## src/rtl/sseg_scan_scheduler.sv

```systemverilog
// Seven-segment scan scheduler: time-multiplexes one shared registered
// BCD-to-segment decoder across NUM_DIGITS common-anode digits. Each slot
// opens with a blanking window (all anodes off) that covers the decoder's
// one-cycle latency. New display words are double-buffered and only swapped
// in at frame boundaries, so a frame never mixes old and new digits.
module sseg_scan_scheduler #(
  parameter int NUM_DIGITS   = 4,
  parameter int REFRESH_DIV  = 100000,
  parameter int BLANK_CYCLES = 16,
  localparam int IDX_W = (NUM_DIGITS > 1) ? $clog2(NUM_DIGITS) : 1
) (
  input  logic                    clk,
  input  logic                    reset,
  input  logic                    enable_i,
  input  logic [4*NUM_DIGITS-1:0] digits_i,
  input  logic                    load_i,
  input  logic                    lz_en_i,
  output logic                    load_ack_o,
  output logic [3:0]              bcd_seg_o,
  output logic [NUM_DIGITS-1:0]   an_o,
  output logic [IDX_W-1:0]        digit_idx_o,
  output logic                    frame_done_o
);

  localparam int CNT_W = (REFRESH_DIV > 1) ? $clog2(REFRESH_DIV) : 1;

  localparam logic [1:0] ST_IDLE  = 2'd0;
  localparam logic [1:0] ST_BLANK = 2'd1;
  localparam logic [1:0] ST_SHOW  = 2'd2;

  localparam logic [CNT_W-1:0]        CNT_LAST   = CNT_W'(REFRESH_DIV - 1);
  localparam logic [CNT_W-1:0]        BLANK_LAST = CNT_W'(BLANK_CYCLES - 1);
  localparam logic [IDX_W-1:0]        IDX_LAST   = IDX_W'(NUM_DIGITS - 1);
  localparam logic [4*NUM_DIGITS-1:0] ALL_BLANK  = {NUM_DIGITS{4'hF}};

  logic [1:0]              state_reg, state_next;
  logic [CNT_W-1:0]        slot_cnt_reg, slot_cnt_next;
  logic [IDX_W-1:0]        idx_reg, idx_next;
  logic [4*NUM_DIGITS-1:0] active_reg, active_next;
  logic [4*NUM_DIGITS-1:0] shadow_reg, shadow_next;
  logic                    pending_reg, pending_next;
  logic [NUM_DIGITS-1:0]   an_reg, an_next;
  logic [3:0]              bcd_reg, bcd_next;
  logic                    ack_reg, ack_next;
  logic                    frame_done_reg, frame_done_next;

  logic                    frame_end;
  logic                    commit_pt;
  logic                    slot_entry;
  logic [NUM_DIGITS-1:0]   suppress;
  logic [3:0]              disp_digit [NUM_DIGITS];

  // Last cycle of the last slot while scanning is the only running commit
  // point; in IDLE nothing is on screen so a word can commit immediately.
  assign frame_end = (state_reg == ST_SHOW) && (slot_cnt_reg == CNT_LAST) &&
                     (idx_reg == IDX_LAST) && enable_i;
  assign commit_pt = frame_end || (state_reg == ST_IDLE);

  // Load handshake: a load in the commit cycle bypasses the shadow so the
  // newest word always wins and only one ack is produced per commit.
  always_comb begin
    active_next  = active_reg;
    shadow_next  = shadow_reg;
    pending_next = pending_reg;
    ack_next     = 1'b0;
    if (commit_pt && load_i) begin
      active_next  = digits_i;
      pending_next = 1'b0;
      ack_next     = 1'b1;
    end else if (commit_pt && pending_reg) begin
      active_next  = shadow_reg;
      pending_next = 1'b0;
      ack_next     = 1'b1;
    end else if (load_i) begin
      shadow_next  = digits_i;
      pending_next = 1'b1;
    end
  end

  // Leading-zero mask, built from the word that will be active after this
  // edge so the first slot of a new frame already shows the new word.
  always_comb begin
    logic zero_run;
    zero_run = 1'b1;
    suppress = '0;
    for (int k = NUM_DIGITS - 1; k >= 0; k--) begin
      zero_run    = zero_run && (active_next[4*k +: 4] == 4'h0);
      suppress[k] = lz_en_i && zero_run && (k != 0);
    end
  end

  // Per-digit display value; codes above 9 pass through for the decoder.
  for (genvar gi = 0; gi < NUM_DIGITS; gi++) begin : g_disp
    assign disp_digit[gi] = suppress[gi] ? 4'hF : active_next[4*gi +: 4];
  end

  // Scan FSM: slot counter, digit index, anode and decoder-input updates.
  always_comb begin
    state_next    = state_reg;
    slot_cnt_next = slot_cnt_reg;
    idx_next      = idx_reg;
    an_next       = an_reg;
    bcd_next      = bcd_reg;
    slot_entry    = 1'b0;
    if (!enable_i) begin
      state_next    = ST_IDLE;
      slot_cnt_next = '0;
      idx_next      = '0;
      an_next       = '1;
      bcd_next      = 4'hF;
    end else begin
      case (state_reg)
        ST_IDLE: begin
          state_next    = ST_BLANK;
          slot_cnt_next = '0;
          idx_next      = '0;
          an_next       = '1;
          slot_entry    = 1'b1;
        end
        ST_BLANK: begin
          slot_cnt_next = slot_cnt_reg + 1'b1;
          if (slot_cnt_reg == BLANK_LAST) begin
            state_next       = ST_SHOW;
            an_next          = '1;
            an_next[idx_reg] = 1'b0;
          end
        end
        ST_SHOW: begin
          if (slot_cnt_reg == CNT_LAST) begin
            state_next    = ST_BLANK;
            slot_cnt_next = '0;
            idx_next      = (idx_reg == IDX_LAST) ? '0 : idx_reg + 1'b1;
            an_next       = '1;
            slot_entry    = 1'b1;
          end else begin
            slot_cnt_next = slot_cnt_reg + 1'b1;
          end
        end
        default: begin
          state_next    = ST_IDLE;
          slot_cnt_next = '0;
          idx_next      = '0;
          an_next       = '1;
          bcd_next      = 4'hF;
        end
      endcase
    end
    if (slot_entry) begin
      bcd_next = disp_digit[idx_next];
    end
  end

  assign frame_done_next = frame_end;

  // State and output registers with synchronous reset.
  always_ff @(posedge clk) begin
    if (reset) begin
      state_reg      <= ST_IDLE;
      slot_cnt_reg   <= '0;
      idx_reg        <= '0;
      active_reg     <= ALL_BLANK;
      pending_reg    <= 1'b0;
      an_reg         <= '1;
      bcd_reg        <= 4'hF;
      ack_reg        <= 1'b0;
      frame_done_reg <= 1'b0;
    end else begin
      state_reg      <= state_next;
      slot_cnt_reg   <= slot_cnt_next;
      idx_reg        <= idx_next;
      active_reg     <= active_next;
      pending_reg    <= pending_next;
      an_reg         <= an_next;
      bcd_reg        <= bcd_next;
      ack_reg        <= ack_next;
      frame_done_reg <= frame_done_next;
    end
  end

  // Shadow word needs no reset: it is only read while pending is set.
  always_ff @(posedge clk) begin
    shadow_reg <= shadow_next;
  end

  assign load_ack_o   = ack_reg;
  assign bcd_seg_o    = bcd_reg;
  assign an_o         = an_reg;
  assign digit_idx_o  = idx_reg;
  assign frame_done_o = frame_done_reg;

endmodule
```

## config.mk

```make
export PLATFORM = sky130hd
export DESIGN_NAME = sseg_scan_scheduler
export DESIGN_NICKNAME = d
export VERILOG_FILES = /design/src/rtl/sseg_scan_scheduler.sv
export SDC_FILE = /design/constraint.sdc
export NUM_CORES = 1
export LEC_CHECK = 0
export ABC_AREA = 1
export BUFFER_PORTS_ARGS = -buffer_cell sky130_fd_sc_hd__buf_2
export CAP_MARGIN = 20
export CORE_MARGIN = 3
export CORE_UTILIZATION = 53
export CTS_CLUSTER_DIAMETER = 40
export DETAILED_ROUTE_END_ITERATION = 10
export PLACE_DENSITY = 0.82
export SYNTH_ARGS = -nofsm -noshare
export SYNTH_HDL_FRONTEND = slang
export SYNTH_SLANG_ARGS = --single-unit
```

## constraint.sdc

```tcl
create_clock -name clk -period 2.35 [get_ports clk]
set_input_delay 0.47 -clock clk [delete_from_list [all_inputs] [get_ports clk]]
set_output_delay 0.47 -clock clk [all_outputs]
set_load 0.01 [all_outputs]
```

======== Word-level counts from Yosys, hierarchy flattened ========
Cells that the tools add are included.
word-level totals
  input port bits ......................... 21
  output and inout port bits .............. 12
  logic and storage cells ................. 79
  flip-flop bits (word level) ............. 64
cells by class
  eq/ne operators ......................... 8
  $add $sub $neg .......................... 2
  reductions and logical operators ........ 21
  bitwise operators ....................... 5
  $lt $le $gt $ge ......................... 3
  mux-type cells .......................... 30
operators with widths
  kind                                                        count
  two-way mux 4 bit                                           10
  case mux 17 bit (2 select lines)                            1
  two-way mux 16 bit                                          2
  adder 17 x 1 -> 17 bit, second input constant               1
  == test 17 bit, second input constant                       1
  == test 17 x 4 -> 1 bit, second input constant              1
  two-way mux 17 bit                                          1
  logical NOT 4 bit                                           3
  logical AND 1 bit                                           11
  two-way mux 2 bit                                           5
  binary-select mux 4 bit (select 2 bit)                      1
  case mux 4 bit (2 select lines)                             1
  case mux 2 bit (3 select lines)                             1
  OR reduction 3 bit                                          2
  two-way mux 1 bit                                           5
  == test 2 bit, second input constant                        2
  inverter 4 bit                                              1
  case mux 2 bit (2 select lines)                             1
  >= comparator 3 bit, second input constant                  1
  less-than comparator 2 x 3 -> 1 bit, second input constant  1
  inequality test 3 x 2 -> 1 bit, second input constant       1
  inverter 1 bit                                              3
  inverter 2 -> 3 bit                                         1
  AND reduction 3 bit                                         1
  other kinds (11)                                            11

======== Longest topological paths before layout ========
  depth after elaboration ................. 17
  gate-level depth with buffers ........... 20
  mapped depth without buffers ............ 19

======== Worst setup path before layout ========
OpenSTA, ideal clock, no wires.
  path type ............................... register -> register
  start ................................... reg slot_cnt_reg[0]
  end ..................................... reg shadow_reg[0] (enable)
  path buffers ............................ 2
  library setup time ...................... 0.389 ns
  data required time ...................... 1.961 ns
  arrival time ............................ 1.934 ns
  period minus slack after synthesis ...... 2.322 ns
  stages on the path, launching flop included .. 11
  slack ................................... 0.028 ns
  cell sequence ........................... dfxtp_1 > ha_1 > nand2_1 > clkinv_2 > nand2_2 > nor2_4 > nand4_4 > nand2_4 > buf_6 > buf_6 > nor2_1
on the way
  cells in the longest elaborated chain, start to end .. 8
  elaborated cells between the ends (all ways) .. 10
  those cells by class .................... 1 x eq/ne; 2 x bitwise; 7 x reduce/logical
ends and longest elaborated chain
  what                                    line    RTL
  from (decl)                             37      logic [CNT_W-1:0] slot_cnt_reg, slot_cnt_next;
  from (signal assigned)                  169     slot_cnt_reg <= slot_cnt_next;
  == test 17 bit *                        55      assign frame_end = (state_reg == ST_SHOW) && (slot_cnt_reg == CNT_LAST) &&
  logical AND 1 bit * (2 in series)       55
  logical AND 1 bit *                     56      (idx_reg == IDX_LAST) && enable_i;
  logical OR 1 bit *                      57      assign commit_pt = frame_end || (state_reg == ST_IDLE);
  logical AND 1 bit (on tied branches)    70, 66
  inverter 1 bit (no source line)         n/a
  AND reduction 3 bit (no source line) *  n/a
  to (signal assigned)                    182     shadow_reg <= shadow_next;
  to (decl)                               40      logic [4*NUM_DIGITS-1:0] shadow_reg, shadow_next;
Mark *: on every way between the ends. The rest lies on a longest branch, timed or not.
A chain may end at the register's enable or synchronous reset.

======== Worst setup path after layout ========
  start ................................... reg idx_reg[1], in the netlist digit_idx_o[1]
  end ..................................... reg bcd_reg[2], in the netlist bcd_seg_o[2]
on the way
  cells in the longest elaborated chain, start to end .. 16
  elaborated cells between the ends (all ways) .. 29
  those cells by class .................... 1 x add/sub; 1 x eq/ne; 13 x mux; 1 x bitwise; 13 x reduce/logical
ends and longest elaborated chain
  what                                                     line     RTL
  from (decl)                                              38       logic [IDX_W-1:0] idx_reg, idx_next;
  from (signal assigned)                                   170      idx_reg <= idx_next;
  == test 2 bit                                            56, 132
  logical AND 1 bit                                        55
  logical AND 1 bit                                        56
  logical OR 1 bit                                         57
  logical AND 1 bit                                        70       end else if (commit_pt && pending_reg) begin
  two-way mux 16 bit                                       70
  two-way mux 16 bit                                       66       if (commit_pt && load_i) begin
  logical NOT 4 bit                                        87       zero_run = zero_run && (active_next[4*k +: 4] == 4'h0);
  logical AND 1 bit (2 in series)                          87
  logical AND 1 bit                                        88       suppress[k] = lz_en_i && zero_run && (k != 0);
  two-way mux 4 bit                                        94       assign disp_digit[gi] = suppress[gi] ? 4'hF : active_next[4*gi +: 4];
  binary-select mux 4 bit (select 2 bit) *                 149      bcd_next = disp_digit[idx_next];
  two-way mux 4 bit (implied by the code) * (2 in series)  149
  two-way mux 4 bit *                                      148      if (slot_entry) begin
  to (signal assigned)                                     174      bcd_reg <= bcd_next;
  to (decl)                                                43       logic [3:0] bcd_reg, bcd_next;
Mark *: on every way between the ends. The rest lies on a longest branch, timed or not. The select of a mux whose other input is x is not followed.

==> results.json <==
{
  "syn_area_per_cell_sq_um": 7.56,
  "cts_tree": "yes",
  "leakagePower_nw": 1.70,
  "ys.flop_type": "dfxtp_1",
  "worst_slew_pin_slew_ps": 524,
  "rows": 27,
  "timing.final.crit_share_pct": 96.8,
  "relSlewSlack_pct": 64.8,
  "drt_wl_total_um": 7590,
  "final_util_pct": 69.5,
  "hold_viol_final": 0,
  "ys_ff_latch": 64,
  "die_y_um": 83.9,
  "globalRouteMet1Util_pct": 25.5,
  "min_period_ps": 2270,
  "antenna_found_initial": 0,
  "diodes": 0,
  "synth.most_common_cell": "nand2_1",
  "clk_latency_ps": 350,
  "grt_pass1_vias": 2580,
  "area_growth_pct": 22.8,
  "setup_viol": 0,
  "via_per_inst": 5.42,
  "hold_buffers": 0,
  "ys_seq_area_share_pct": 44.9,
  "rsz0062_at_grt": "yes",
  "top_usage_layer": "met2",
  "ys_types": 36,
  "power.density_nw_per_um2": 583,
  "syn_inst": 425,
  "required_ps": 2600,
  "yosysTopAreaCell": "dfxtp_1",
  "irDropWorstVdd_v": 0.000456,
  "vias": 2994,
  "drv_cap": 0,
  "skew_ps": 13.7,
  "gp_congestion": 0.936,
  "finalPower_mw": 2.30,
  "syn_nets": 455,
  "h-tree-depth": 3,
  "first_pass_iters": 4,
  "wire_per_inst_um": 13.7,
  "drc": 0,
  "ys_warn_count": 0,
  "fin_cells": 552,
  "hold_path.class": "input port to flip-flop",
  "grt_overflow": 0,
  "start_kind": "flip-flop",
  "synth_top_cell_area_share_pct": 29.9,
  "io_buffers": 32,
  "dr.first_iter.drc_count": 208,
  "synth_area_leaders": "dfxtp_1 30%, edfxtp_1 15%, nand2_1 13%",
  "largest_reg_flops": 17,
  "die-area_sq_um": 7030,
  "grt_max_degree": 25,
  "core_sq_um": 5680,
  "dp_hpwl_um": 4760,
  "async_flop_share_pct": 0,
  "critPathKind": "flip-flop to flip-flop",
  "status": "finished clean",
  "cts-root-buf": "clkbuf_8",
  "n_fill_cell": 431,
  "crit_path_end_kind": "flip-flop",
  "grt_pass1_wl_um": 11200,
  "ctsLongestPathBuffers": 2,
  "nets": 505,
  "clock.fmax_mhz": 440,
  "synth_edf_count": 16,
  "ys_top_cells_by_count": "112 x nand2_1, 48 x dfxtp_1, 43 x inv_1, 43 x nand3_1, 43 x nor2_1",
  "cts-buffers-inserted": 9,
  "arrival_ps": 2520,
  "ios": 33,
  "met2_usage_pct": 30.9,
  "slew_viol_final": 0,
  "start_util_pct": 56.6,
  "die_w_um": 83.9,
  "layout-drive-gt1-share_pct": 26.9,
  "antenna_left": 0,
  "clock-sinks": 64,
  "dp.cells": 527,
  "syn_area_sq_um": 3210,
  "clk_pin_slew_ps": 80,
  "track_usage_pct": 19.6,
  "use_met3_pct": 5.92,
  "crit_fanout": 9
}
power by group:
group          switching (mW)  total, mW  internal [mW]
registers              0.0147       1.18           1.16
logic                   0.185      0.301          0.116
clock network           0.443      0.821          0.377
routing by layer:
layer	up-vias	wire length, um	share of wire, %
li1	1476	-	-
met1	1409	3290	43
met2	94	3650	48
met3	15	456	6.0
met4	0	187	2.5
met5	-	0	0
kinds of logic (layout without fill, tap and decap cells):
logic type	count (synthesis)	count (layout)	share of synthesized area [%]
AO/OA/AOI/OAI	40	40	6.66
XOR/XNOR	7	7	1.91
adder cells (fa/ha/maj)	9	9	3.50
buffers and inverters	59	113	8.02
flip-flops	64	64	44.9
AND/OR/NAND/NOR	246	247	35.0
final timing paths:
path	startpoint	to	slack, ps	cells after the start
worst max-delay path	digit_idx_o[1]	bcd_seg_o[2]	80	18
worst min-delay path	digits_i[3]	shadow_reg[3]	310	1
worst min register to register	an_o[1]	an_o[1]	460	2
worst max register to register	digit_idx_o[1]	bcd_seg_o[2]	80	18
layout make-up:
type                       count  area [sq um]  share of cell area (%)
sequential                    64          1450                    36.7
inverter                      47           178                    4.50
timing repair buffer          50           340                    8.63
multi-input combinational    303          1730                    43.8
tap                           72          90.1                    2.28
clock inverter                 6          36.3                   0.920
clock buffer                  10           128                    3.24
layout by cell type, fill, tap and decap left out, types with 5 or more instances in the layout:
| cell type | instances |
|---|---|
| a21oi_1 | 18 |
| a31oi_1 | 5 |
| nand4_1 | 5 |
| nand2_2 | 12 |
| o21ai_0 | 7 |
| clkbuf_8 | 9 |
| inv_1 | 42 |
| xor2_1 | 6 |
| ha_1 | 8 |
| nor2_1 | 40 |
| buf_2 | 32 |
| nand2_1 | 103 |
| buf_4 | 13 |
| dfxtp_1 | 44 |
| or2_4 | 6 |
| edfxtp_1 | 16 |
| nand3_2 | 11 |
| nor3_1 | 12 |
| nand3_1 | 32 |
critical path, cell delays in order (launching register included):
cell       delay, ps
dfxtp_2          370
ha_1             230
nand2_1           80
inv_1            100
nand4_4          140
nand2_8          140
buf_6            130
clkbuf_16        150
nand3_2           80
nand2_1          100
nand2_1           60
nand2_1          100
nor2_2            50
nand2_2           90
a21oi_1           70
nand2_1           90
nand3_1           90
nand2_1           60
nand2_1           40
stage by stage:
step	hold WS (ps)	cell area (sq um)	TNS [ps]	setup WS (ps)
CTS	288	3620	0	7.38
detailed placement	447	3460	0	16.5
global placement	435	3460	0	119
global route	284	3950	-313	-110
floorplan	430	3210	0	27.9
finish	307	3950	0	75.4
what timing repair did:
action | in CTS | in global routing
endpoints found under the hold margin | 0 | 0
buffers inserted | 0 | 7
resized for setup | 0 | 61
setup endpoints to repair | 0 | 4
(Power assumes the default switching activity.)
